### src/rtl/placar_pkg.sv
// Shared scoreboard types and constants: FSM states, operation/team encodings, score limits.
package placar_pkg;

    localparam int unsigned SCORE_W           = 7;
    localparam int unsigned PTS_W             = 2;
    localparam int unsigned SUM_W             = 8;
    localparam int unsigned DEFAULT_MAX_SCORE = 99;

    typedef enum logic [1:0] {
        IDLE    = 2'd0,
        CHECK   = 2'd1,
        UPDATE  = 2'd2,
        RELEASE = 2'd3
    } state_t;

    localparam logic OP_ADD = 1'b0;
    localparam logic OP_SUB = 1'b1;
    localparam logic TEAM_A = 1'b0;
    localparam logic TEAM_B = 1'b1;

endpackage

### src/rtl/comparador.sv
// Subtraction guard: r is high when n2 >= n1, i.e. n2 - n1 stays non-negative.
module comparador
    import placar_pkg::*;
(
    input  logic [SCORE_W-1:0] n1,
    input  logic [SCORE_W-1:0] n2,
    output logic               r
);

    assign r = (n2 >= n1);

endmodule

### src/rtl/score_controller.sv
// Round-robin sequencer for team A/B score updates: grant, check, update, release.
module score_controller
    import placar_pkg::*;
#(
    parameter int unsigned MAX_SCORE = DEFAULT_MAX_SCORE
) (
    input  logic               clk,
    input  logic               rst,
    input  logic               clear,
    input  logic               req_a,
    input  logic               op_a,
    input  logic [PTS_W-1:0]   pts_a,
    input  logic               req_b,
    input  logic               op_b,
    input  logic [PTS_W-1:0]   pts_b,
    output logic               done_a,
    output logic               done_b,
    output logic               err_a,
    output logic               err_b,
    output logic [SCORE_W-1:0] score_a,
    output logic [SCORE_W-1:0] score_b,
    output logic               busy
);

    state_t               state_q, state_d;
    logic                 sel_q, sel_d;
    logic                 op_q, op_d;
    logic [PTS_W-1:0]     pts_q, pts_d;
    logic                 ok_q, ok_d;
    logic                 last_grant_q, last_grant_d;
    logic [SCORE_W-1:0]   score_a_q, score_a_d;
    logic [SCORE_W-1:0]   score_b_q, score_b_d;
    logic                 done_a_q, done_a_d, done_b_q, done_b_d;
    logic                 err_a_q, err_a_d, err_b_q, err_b_d;
    logic                 busy_q, busy_d;

    logic                 grant_a_c;
    logic [SCORE_W-1:0]   sel_score_c;
    logic [SUM_W-1:0]     sum_c;
    logic                 add_ok_c;
    logic                 sub_ok_c;
    logic [SCORE_W-1:0]   new_score_c;

    assign sel_score_c = (sel_q == TEAM_A) ? score_a_q : score_b_q;

    comparador u_comparador (
        .n1 (SCORE_W'(pts_q)),
        .n2 (sel_score_c),
        .r  (sub_ok_c)
    );

    // 8-bit sum so 99 + 3 cannot wrap back into the legal range
    assign sum_c       = SUM_W'(sel_score_c) + SUM_W'(pts_q);
    assign add_ok_c    = (sum_c <= SUM_W'(MAX_SCORE));
    assign new_score_c = (op_q == OP_ADD) ? SCORE_W'(sum_c)
                                          : (sel_score_c - SCORE_W'(pts_q));

    // Next-state and output logic
    always_comb begin
        state_d      = state_q;
        sel_d        = sel_q;
        op_d         = op_q;
        pts_d        = pts_q;
        ok_d         = ok_q;
        last_grant_d = last_grant_q;
        score_a_d    = score_a_q;
        score_b_d    = score_b_q;
        done_a_d     = 1'b0;
        done_b_d     = 1'b0;
        err_a_d      = 1'b0;
        err_b_d      = 1'b0;
        grant_a_c    = 1'b0;

        case (state_q)
            IDLE: begin
                if (req_a || req_b) begin
                    grant_a_c = req_a && (!req_b || (last_grant_q == TEAM_B));
                    sel_d     = grant_a_c ? TEAM_A : TEAM_B;
                    op_d      = grant_a_c ? op_a : op_b;
                    pts_d     = grant_a_c ? pts_a : pts_b;
                    state_d   = CHECK;
                end
            end
            CHECK: begin
                ok_d    = (pts_q != '0) && ((op_q == OP_SUB) ? sub_ok_c : add_ok_c);
                state_d = UPDATE;
            end
            UPDATE: begin
                if (ok_q) begin
                    if (sel_q == TEAM_A) begin
                        score_a_d = new_score_c;
                        done_a_d  = 1'b1;
                    end else begin
                        score_b_d = new_score_c;
                        done_b_d  = 1'b1;
                    end
                end else begin
                    err_a_d = (sel_q == TEAM_A);
                    err_b_d = (sel_q == TEAM_B);
                end
                last_grant_d = sel_q;
                state_d      = RELEASE;
            end
            RELEASE: begin
                // Hold until the granted requester lets go so one request applies once
                if (!((sel_q == TEAM_A) ? req_a : req_b)) begin
                    state_d = IDLE;
                end
            end
            default: state_d = IDLE;
        endcase

        // Clear overrides everything and drops any in-flight transaction silently
        if (clear) begin
            sel_d        = sel_q;
            op_d         = op_q;
            pts_d        = pts_q;
            ok_d         = ok_q;
            last_grant_d = last_grant_q;
            score_a_d    = '0;
            score_b_d    = '0;
            done_a_d     = 1'b0;
            done_b_d     = 1'b0;
            err_a_d      = 1'b0;
            err_b_d      = 1'b0;
            state_d      = (state_q == IDLE) ? IDLE : RELEASE;
        end

        busy_d = (state_d != IDLE);
    end

    always_ff @(posedge clk or posedge rst) begin
        if (rst) begin
            state_q      <= IDLE;
            sel_q        <= TEAM_A;
            op_q         <= OP_ADD;
            pts_q        <= '0;
            ok_q         <= 1'b0;
            last_grant_q <= TEAM_B;
            score_a_q    <= '0;
            score_b_q    <= '0;
            done_a_q     <= 1'b0;
            done_b_q     <= 1'b0;
            err_a_q      <= 1'b0;
            err_b_q      <= 1'b0;
            busy_q       <= 1'b0;
        end else begin
            state_q      <= state_d;
            sel_q        <= sel_d;
            op_q         <= op_d;
            pts_q        <= pts_d;
            ok_q         <= ok_d;
            last_grant_q <= last_grant_d;
            score_a_q    <= score_a_d;
            score_b_q    <= score_b_d;
            done_a_q     <= done_a_d;
            done_b_q     <= done_b_d;
            err_a_q      <= err_a_d;
            err_b_q      <= err_b_d;
            busy_q       <= busy_d;
        end
    end

    assign done_a  = done_a_q;
    assign done_b  = done_b_q;
    assign err_a   = err_a_q;
    assign err_b   = err_b_q;
    assign score_a = score_a_q;
    assign score_b = score_b_q;
    assign busy    = busy_q;

endmodule

### config.mk
export PLATFORM = sky130hd
export DESIGN_NAME = score_controller
export DESIGN_NICKNAME = d
export VERILOG_FILES = /design/src/rtl/placar_pkg.sv /design/src/rtl/comparador.sv /design/src/rtl/score_controller.sv
export SDC_FILE = /design/constraint.sdc
export NUM_CORES = 1
export LEC_CHECK = 0
export CAP_MARGIN = 30
export CORE_MARGIN = 2
export CORE_UTILIZATION = 40
export DETAILED_ROUTE_END_ITERATION = 10
export PLACE_DENSITY = 0.62
export SKIP_LAST_GASP = 1
export SYNTH_ARGS = -nofsm -noshare
export SYNTH_HDL_FRONTEND = slang
export SYNTH_SLANG_ARGS = --single-unit
### constraint.sdc
create_clock -name clk -period 3.45 [get_ports clk]
set_input_delay 0.69 -clock clk [delete_from_list [all_inputs] [get_ports clk]]
set_output_delay 0.69 -clock clk [all_outputs]
set_load 0.01 [all_outputs]
==> results of run 1 <==
-- per-layer routing --
layer | vias up | routed length, µm | GRT usage, %
li1 | 730 | - | -
met1 | 747 | 1890 | 24.2
met3 | 2 | 216 | 2.60
met5 | - | 0 | 0
met2 | 47 | 2180 | 30.1
met4 | 0 | 18 | 3.63
-- state kept, by name, indices dropped and copies added (netlist names) --
register	count
score_a	7
score_b	7
pts_q	2
state_q	2
busy	1
done_a	1
done_b	1
err_a	1
err_b	1
last_grant_q	1
ok_q	1
op_q	1
sel_q	1
-- layout make-up --
class	instances	area [µm²]
clock buffers	3	41.3
clock inverters	1	7.51
fillers	418	2130
inverters	7	26.3
multi-input cells	138	1020
flip-flops and latches	27	677
well taps	52	65.1
repair buffers	33	328
-- placed cells by master, fill, tap and decap left out, drive strengths merged, types with 3 or more instances in the layout --
cell type | synthesis | final
a21oi | 5 | 5
o31ai | 8 | 8
ha | 5 | 5
a211oi | 9 | 9
or2 | 3 | 3
nor2b | 5 | 5
clkbuf | 6 | 3
nand3b | 6 | 6
inv | 7 | 7
nor3 | 3 | 3
nor2 | 20 | 20
nand2b | 3 | 3
mux2i | 11 | 11
mux2 | 6 | 6
dfrtp | 26 | 26
xnor2 | 4 | 4
buf | 3 | 4
or3b | 3 | 3
nand2 | 5 | 5
o21ai | 5 | 5
clkdlybuf4s50 | 0 | 29
or3 | 5 | 5
-- how the worst max path moves through the flow --
stage / from / end / slack, ns
2_1_floorplan: sel_q$_DFFE_PP0P_ / score_a[6]$_DFFE_PP0P_ / 0.81
3_3_place_gp: sel_q$_DFFE_PP0P_ / score_b[6]$_DFFE_PP0P_ / 0.94
3_5_place_dp: sel_q$_DFFE_PP0P_ / score_a[6]$_DFFE_PP0P_ / 0.83
4_1_cts: sel_q$_DFFE_PP0P_ / score_a[6]$_DFFE_PP0P_ / 0.76
5_1_grt: sel_q$_DFFE_PP0P_ / score_a[6]$_DFFE_PP0P_ / 0.48
6_report: sel_q$_DFFE_PP0P_ / score_a[6]$_DFFE_PP0P_ / 0.77
-- cells in the mapped netlist (all sizes together), types with 2 or more instances --
cell / count
a211oi: 9
dfrtp: 26
mux2: 6
nor2: 20
mux2i: 11
or3: 5
nand3b: 6
o21ai: 5
fa: 2
nor3: 3
nand2: 5
nand3: 2
xnor2: 4
a21oi: 5
inv: 7
o31ai: 8
a2111oi: 2
nand4: 2
clkbuf: 6
a32oi: 2
nor2b: 5
a221oi: 2
nand2b: 3
or3b: 3
buf: 3
and3: 2
a22oi: 2
ha: 5
or2: 3
-- cell families after synthesis --
logic type,Yosys count
mux,17
simple gates,65
xor+xnor,5
fa+ha+maj,7
compound gates,44
flops,27
buf+inv,16
-- per-stage QoR --
stage	hold WS (ns)	setup WS, ns	std cells
CTS	0.568	0.763	261
global placement	0.537	0.945	256
floorplan	0.488	0.809	181
global route	0.614	0.482	261
finish	0.569	0.768	261
detailed placement	0.548	0.827	257
-- where the power goes --
group / internal, W / switching (W) / leakage (nW)
combinational: 0.000344 / 0.000368 / 0.508
sequential: 0.000394 / 0.000126 / 0.348
clock: 0.0000820 / 0.000104 / 0.0217
total: 0.000819 / 0.000597 / 0.878
==> impl_results.md, run 1 <==
* Antenna violations before repair at 0
* Largest family of logic cells by synthesized area: simple AND/OR/NAND/NOR gates
* TritonCTS clock tree: done
* Port bufs at 29
* Deepest clock path buffer count at 2
* First-pass GRT wire length at 7120 µm
* Wirelength, routed at 4310 µm
* Synth Area in Compound Gates at 19.1%
* Clock latency on the worst-skew pair at 0.28 ns
* Async SR Flop Fraction at 100%
* # clock sinks at 27
* Grt total ovfl at 0
* Top post-synthesis cells by area: dfrtp_1 37%, mux2i_1 6.2%, nor2_1 4.3%
* Post-synthesis cell type count at 51
* Crit path depth at 9
* Layout cell share with drive strength beyond 1 at 9.57%
* R2R Setup Slk at 0.77 ns
* Maximum number of pins on one net before global-route repair at 24
* Worst Path Max Fanout at 12
* CP top delay family: adder cells
* Post-CTS Setup Bufs at 0
* Die Ht at 70.4 µm
* Ports at 30
* Area grow syn2layout at 22.7%
* Final RePlAce weighted congestion at 0.928
* Die Footprint at 4960 µm²
* CP Data Required Time at 3.63 ns
* Starting DRC count in detailed routing at 136
* Setup TNS at 0 ns
* Worst slew margin at 58.2%
* Synth Area in Simple Gates at 20.5%
* Pwr Density at 654 nW/µm²
* Initial Utilization at 41.1%
* Mapped Cells at 181
* R2R Path Start: sel_q$_DFFE_PP0P_
* Die W at 70.4 µm
* Peak VDD IR at 0.000354 V
* DP Area at 2120 µm²
* Clock root buffer: clkbuf_8
* Xor/xnor share of the synthesized area at 2.48%
* Crit end category: flop
* HP Class: reg2reg
* Adder-Cell Fraction of Synth Area at 5.81%
* Post-DRT Antenna Nets at 0
* CTS H-tree lvls at 1
* Final count of pins violating max slew at 0
* Cell Chain, Critical Path: mux2i_1 > inv_1 > ha_1 > fa_1 > nand4b_1 > a221oi_1 > or2_1 > xor2_1 > a211oi_1
* Final hold vios at 0
* Vias in the first global route at 1485
* Status: completed
* Final setup viols at 0
* Register bit total from synthesis at 27
* Antenna diode instance count at 0
* Worst R2R Path Depth at 9
* Synth Area per Inst at 9.75 µm²
* Synth warn at 0
* Synthesized Nets at 199
* Routed WL per cell at 16.5 µm
* Final instance area at 2170 µm²
* HPWL Detailed at 3260 µm
* # hold bufs at CTS at 0
* Overall routing resource usage at 17.8%
* Crit Reg-Reg Endpoint: score_a[6]$_DFFE_PP0P_
* Number of synthesized flops with an enable pin at 0
* Ys flop type: dfrtp_1
* Final worst-path cycle share at 77.7%
* Vias per cell at 5.85
* Drt pass-1 iters at 4
* Post-synth top area share at 36.9%
* Worst Skew at 0.00679 ns
* RSZ-0062 raised after global routing: false
* CTS Buf Count at 3
* Total leakage power at 0.878 nW
* CTS clock-pin slew for the worst setup and hold paths at 0.10 ns
* Least-Margin Pin Slew at 0.625 ns
* Power, Total at 0.00142 W
* Core Box Area at 4290 µm²
* Crit-path slowest cell: dfrtp_1
* Total number of vias at 1526
* Leading area contributor after synthesis: dfrtp_1
* Core Util, Final at 50.5%
* Crit path launch type: flop
* Mapped cell area at 1770 µm²
* Sequential element share of the synthesized area at 38.3%
* Hold Crit Depth at 1
* Crit path kind: reg2reg
* Post-CTS Resized at 0
* Worst path max stage delay at 0.58 ns
* Hold EP: err_a$_DFF_PP0_
* HP Start: ok_q$_DFFE_PP0P_
* Row count at 24
* Mux contribution to synthesized area at 10.1%
* Nets at 228
* Crit path arrival time at 2.86 ns
* Crit path buffers/inverters at 1
* Maximum Capacitance Violations at 0
* Tmin final at 2.68 ns
* DRC Markers at 0
* Max Fclk at 0.373 GHz
No activity file was read; power rests on OpenSTA's default activity.
==> run 2, diff against run 1 <==
--- a/config.mk
+++ b/config.mk
@@ -9,7 +9,7 @@
 export CORE_MARGIN = 2
 export CORE_UTILIZATION = 40
 export DETAILED_ROUTE_END_ITERATION = 10
-export PLACE_DENSITY = 0.62
+export PLACE_DENSITY = 0.64
 export SKIP_LAST_GASP = 1
 export SYNTH_ARGS = -nofsm -noshare
 export SYNTH_HDL_FRONTEND = slang
==> constraint.sdc (replaced) <==
create_clock -name clk -period 2.2 [get_ports clk]
set_input_delay 0.44 -clock clk [delete_from_list [all_inputs] [get_ports clk]]
set_output_delay 0.44 -clock clk [all_outputs]
set_load 0.01 [all_outputs]
==> impl_results.md, run 2 (synthesis gave the netlist of run 1 again) <==
* Antenna diode instance count at 0
* Vias in the first global route at 1673
* Clk pwr share at 11.3%
* Deepest clock path buffer count at 2
* Crit-path slowest cell: dfrtp_2
* Violations in the final reports: negative setup slack
* Status: finished, violations left
* Final WS setup at -0.113 ns
* Starting DRC count in detailed routing at 71
* Place WS at -0.170 ns
* Final worst-path cycle share at 105%
* Sw Ratio at 41.4%
* Max Fclk at 0.432 GHz
* Die W at 70.4 µm
* Worst slew margin at 64.3%
* Final setup viols at 9
* Layout cell share with drive strength beyond 1 at 23.6%
* Row count at 24
* Net Switching at 0.00105 W
* CP top delay family: flip-flops
* Least-Margin Pin Slew at 0.521 ns
* Crit path arrival time at 2.50 ns
* Maximum number of pins on one net before global-route repair at 28
* Routed WL per cell at 17.3 µm
* Worst Path Max Fanout at 4
* Post-DRT Antenna Nets at 0
* Cell Chain, Critical Path: buf_12 > mux2_4 > fa_2 > nand4b_1 > buf_4 > and2_1 > o22ai_1 > xnor2_1 > o31ai_1
* TritonCTS clock tree: done
* Crit path kind: reg2reg
* Area grow syn2layout at 34.8%
* CTS clock-pin slew for the worst setup and hold paths at 0.09 ns
* Worst Skew at 0.00459 ns
* Crit path buffers/inverters at 2
* Final hold vios at 0
* Internal at 0.00148 W
* Initial Utilization at 41.1%
* # clock sinks at 27
* CP Data Required Time at 2.39 ns
* Nets at 244
* DRC Markers at 0
* Gate power share at 57.1%
* Peak VDD IR at 0.000596 V
* Flop pwr share at 31.6%
* Antenna violations before repair at 0
* HP Class: in2async
* Final count of pins violating max slew at 0
* Crit path launch type: flop
* RSZ-0062 raised after global routing: true
* Clock latency on the worst-skew pair at 0.28 ns
* Final RePlAce weighted congestion at 0.901
* CTS H-tree lvls at 1
* Crit path depth at 9
* CTS Buf Count at 3
* Port bufs at 29
* Crit end category: flop
* Core Util, Final at 55.4%
* Tmin final at 2.31 ns
* Grt total ovfl at 0
* Final-layout fill cell count at 386
* Vias per cell at 5.83
* Total number of vias at 1616
* Core Box Area at 4290 µm²
* Wirelength, routed at 4810 µm
* Drt pass-1 iters at 5
* WHS at 0.516 ns
* Worst path max stage delay at 0.44 ns
* Die Ht at 70.4 µm
* HPWL Detailed at 3490 µm
* Clock root buffer: clkbuf_8
* Worst R2R Path Depth at 9
* Ports at 30
* Total leakage power at 0.969 nW
* First-pass GRT wire length at 7760 µm
* Overall routing resource usage at 19.7%
* Pwr Density at 1060 nW/µm²
* Commonest non-fill, non-tap cell in the layout: clkdlybuf4s50_1
* Die Footprint at 4960 µm²
* Maximum Capacitance Violations at 0
* Most frequent cells in the layout: 29 x clkdlybuf4s50_1, 25 x dfrtp_1, 20 x nor2_1
run 2: cell count changes in the layout (fill, tap and decap cells not counted), sizes merged:
cell      previous run  this run
buf                  4        20
clkinvlp             1         0
clkinv               0         1
run 2: final timing paths:
path                                        start                        to  slack [ns]
worst max-delay path            sel_q$_DFFE_PP0P_    score_a[4]$_DFFE_PP0P_       -0.11
worst min-delay path                          rst      pts_q[1]$_DFFE_PP0P_        0.52
worst max register to register  sel_q$_DFFE_PP0P_    score_a[4]$_DFFE_PP0P_       -0.11
worst min register to register   ok_q$_DFFE_PP0P_           err_a$_DFF_PP0_        0.58
max in group asynchronous                     rst  last_grant_q$_DFFE_PP1P_        1.39
min in group clk                 ok_q$_DFFE_PP0P_           err_a$_DFF_PP0_        0.58
run 2: worst register-to-register path: stages, from the launching register on:
cell and delay (ns):
dfrtp_2 0.44, buf_12 0.14, mux2_4 0.34, fa_2 0.41, nand4b_1 0.15, buf_4 0.14
and2_1 0.13, o22ai_1 0.09, xnor2_1 0.18, o31ai_1 0.20
run 2: repair_timing:
action / 4_1_cts / 5_1_grt
endpoints found under the hold margin: 0 / 0
hold buffers: 0 / 0
setup buffers: 5 / 2
setup endpoints to repair: 10 / 11
pin swaps: 6 / 7
resized for setup: 5 / 12
run 2: metrics by stage:
stage	setup TNS [ns]	area, µm²	power [W]	std cells
global placement	-0.0818	2200	0.00200	267
global route	-1.44	2380	0.00269	277
detailed placement	-0.508	2200	0.00203	267
floorplan	-1.09	1790	0.00164	181
CTS	-0.605	2310	0.00239	276
finish	-0.643	2380	0.00253	277
run 2: area by class of cell:
| class | count | area [µm²] | area share [%] |
|---|---|---|---|
| multi-input combinational | 138 | 1110 | 46.5 |
| sequential | 27 | 678 | 28.5 |
| timing repair buffer | 49 | 457 | 19.2 |
| tap | 52 | 65.1 | 2.73 |
| clock buffer | 3 | 41.3 | 1.74 |
| inverter | 7 | 26.3 | 1.10 |
| clock inverter | 1 | 5.00 | 0.210 |
run 2: power by group through the flow:
stage          Sequential [W]  Combinational, W  Clock [W]
6_report             0.000800           0.00145   0.000287
5_1_grt              0.000819           0.00156   0.000311
2_1_floorplan        0.000760          0.000876          0
4_1_cts              0.000789           0.00131   0.000296
3_3_place_gp         0.000791           0.00121          0
3_5_place_dp         0.000800           0.00123          0
run 2: per-layer routing:
layer	share of wire, %	wire (µm)	vias up	GRT usage, %
li1	-	-	752	-
met5	0	0	-	0
met2	52	2480	51	34.1
met1	42	2010	800	24.4
met4	2.5	119	0	9.62
met3	3.9	187	13	1.73
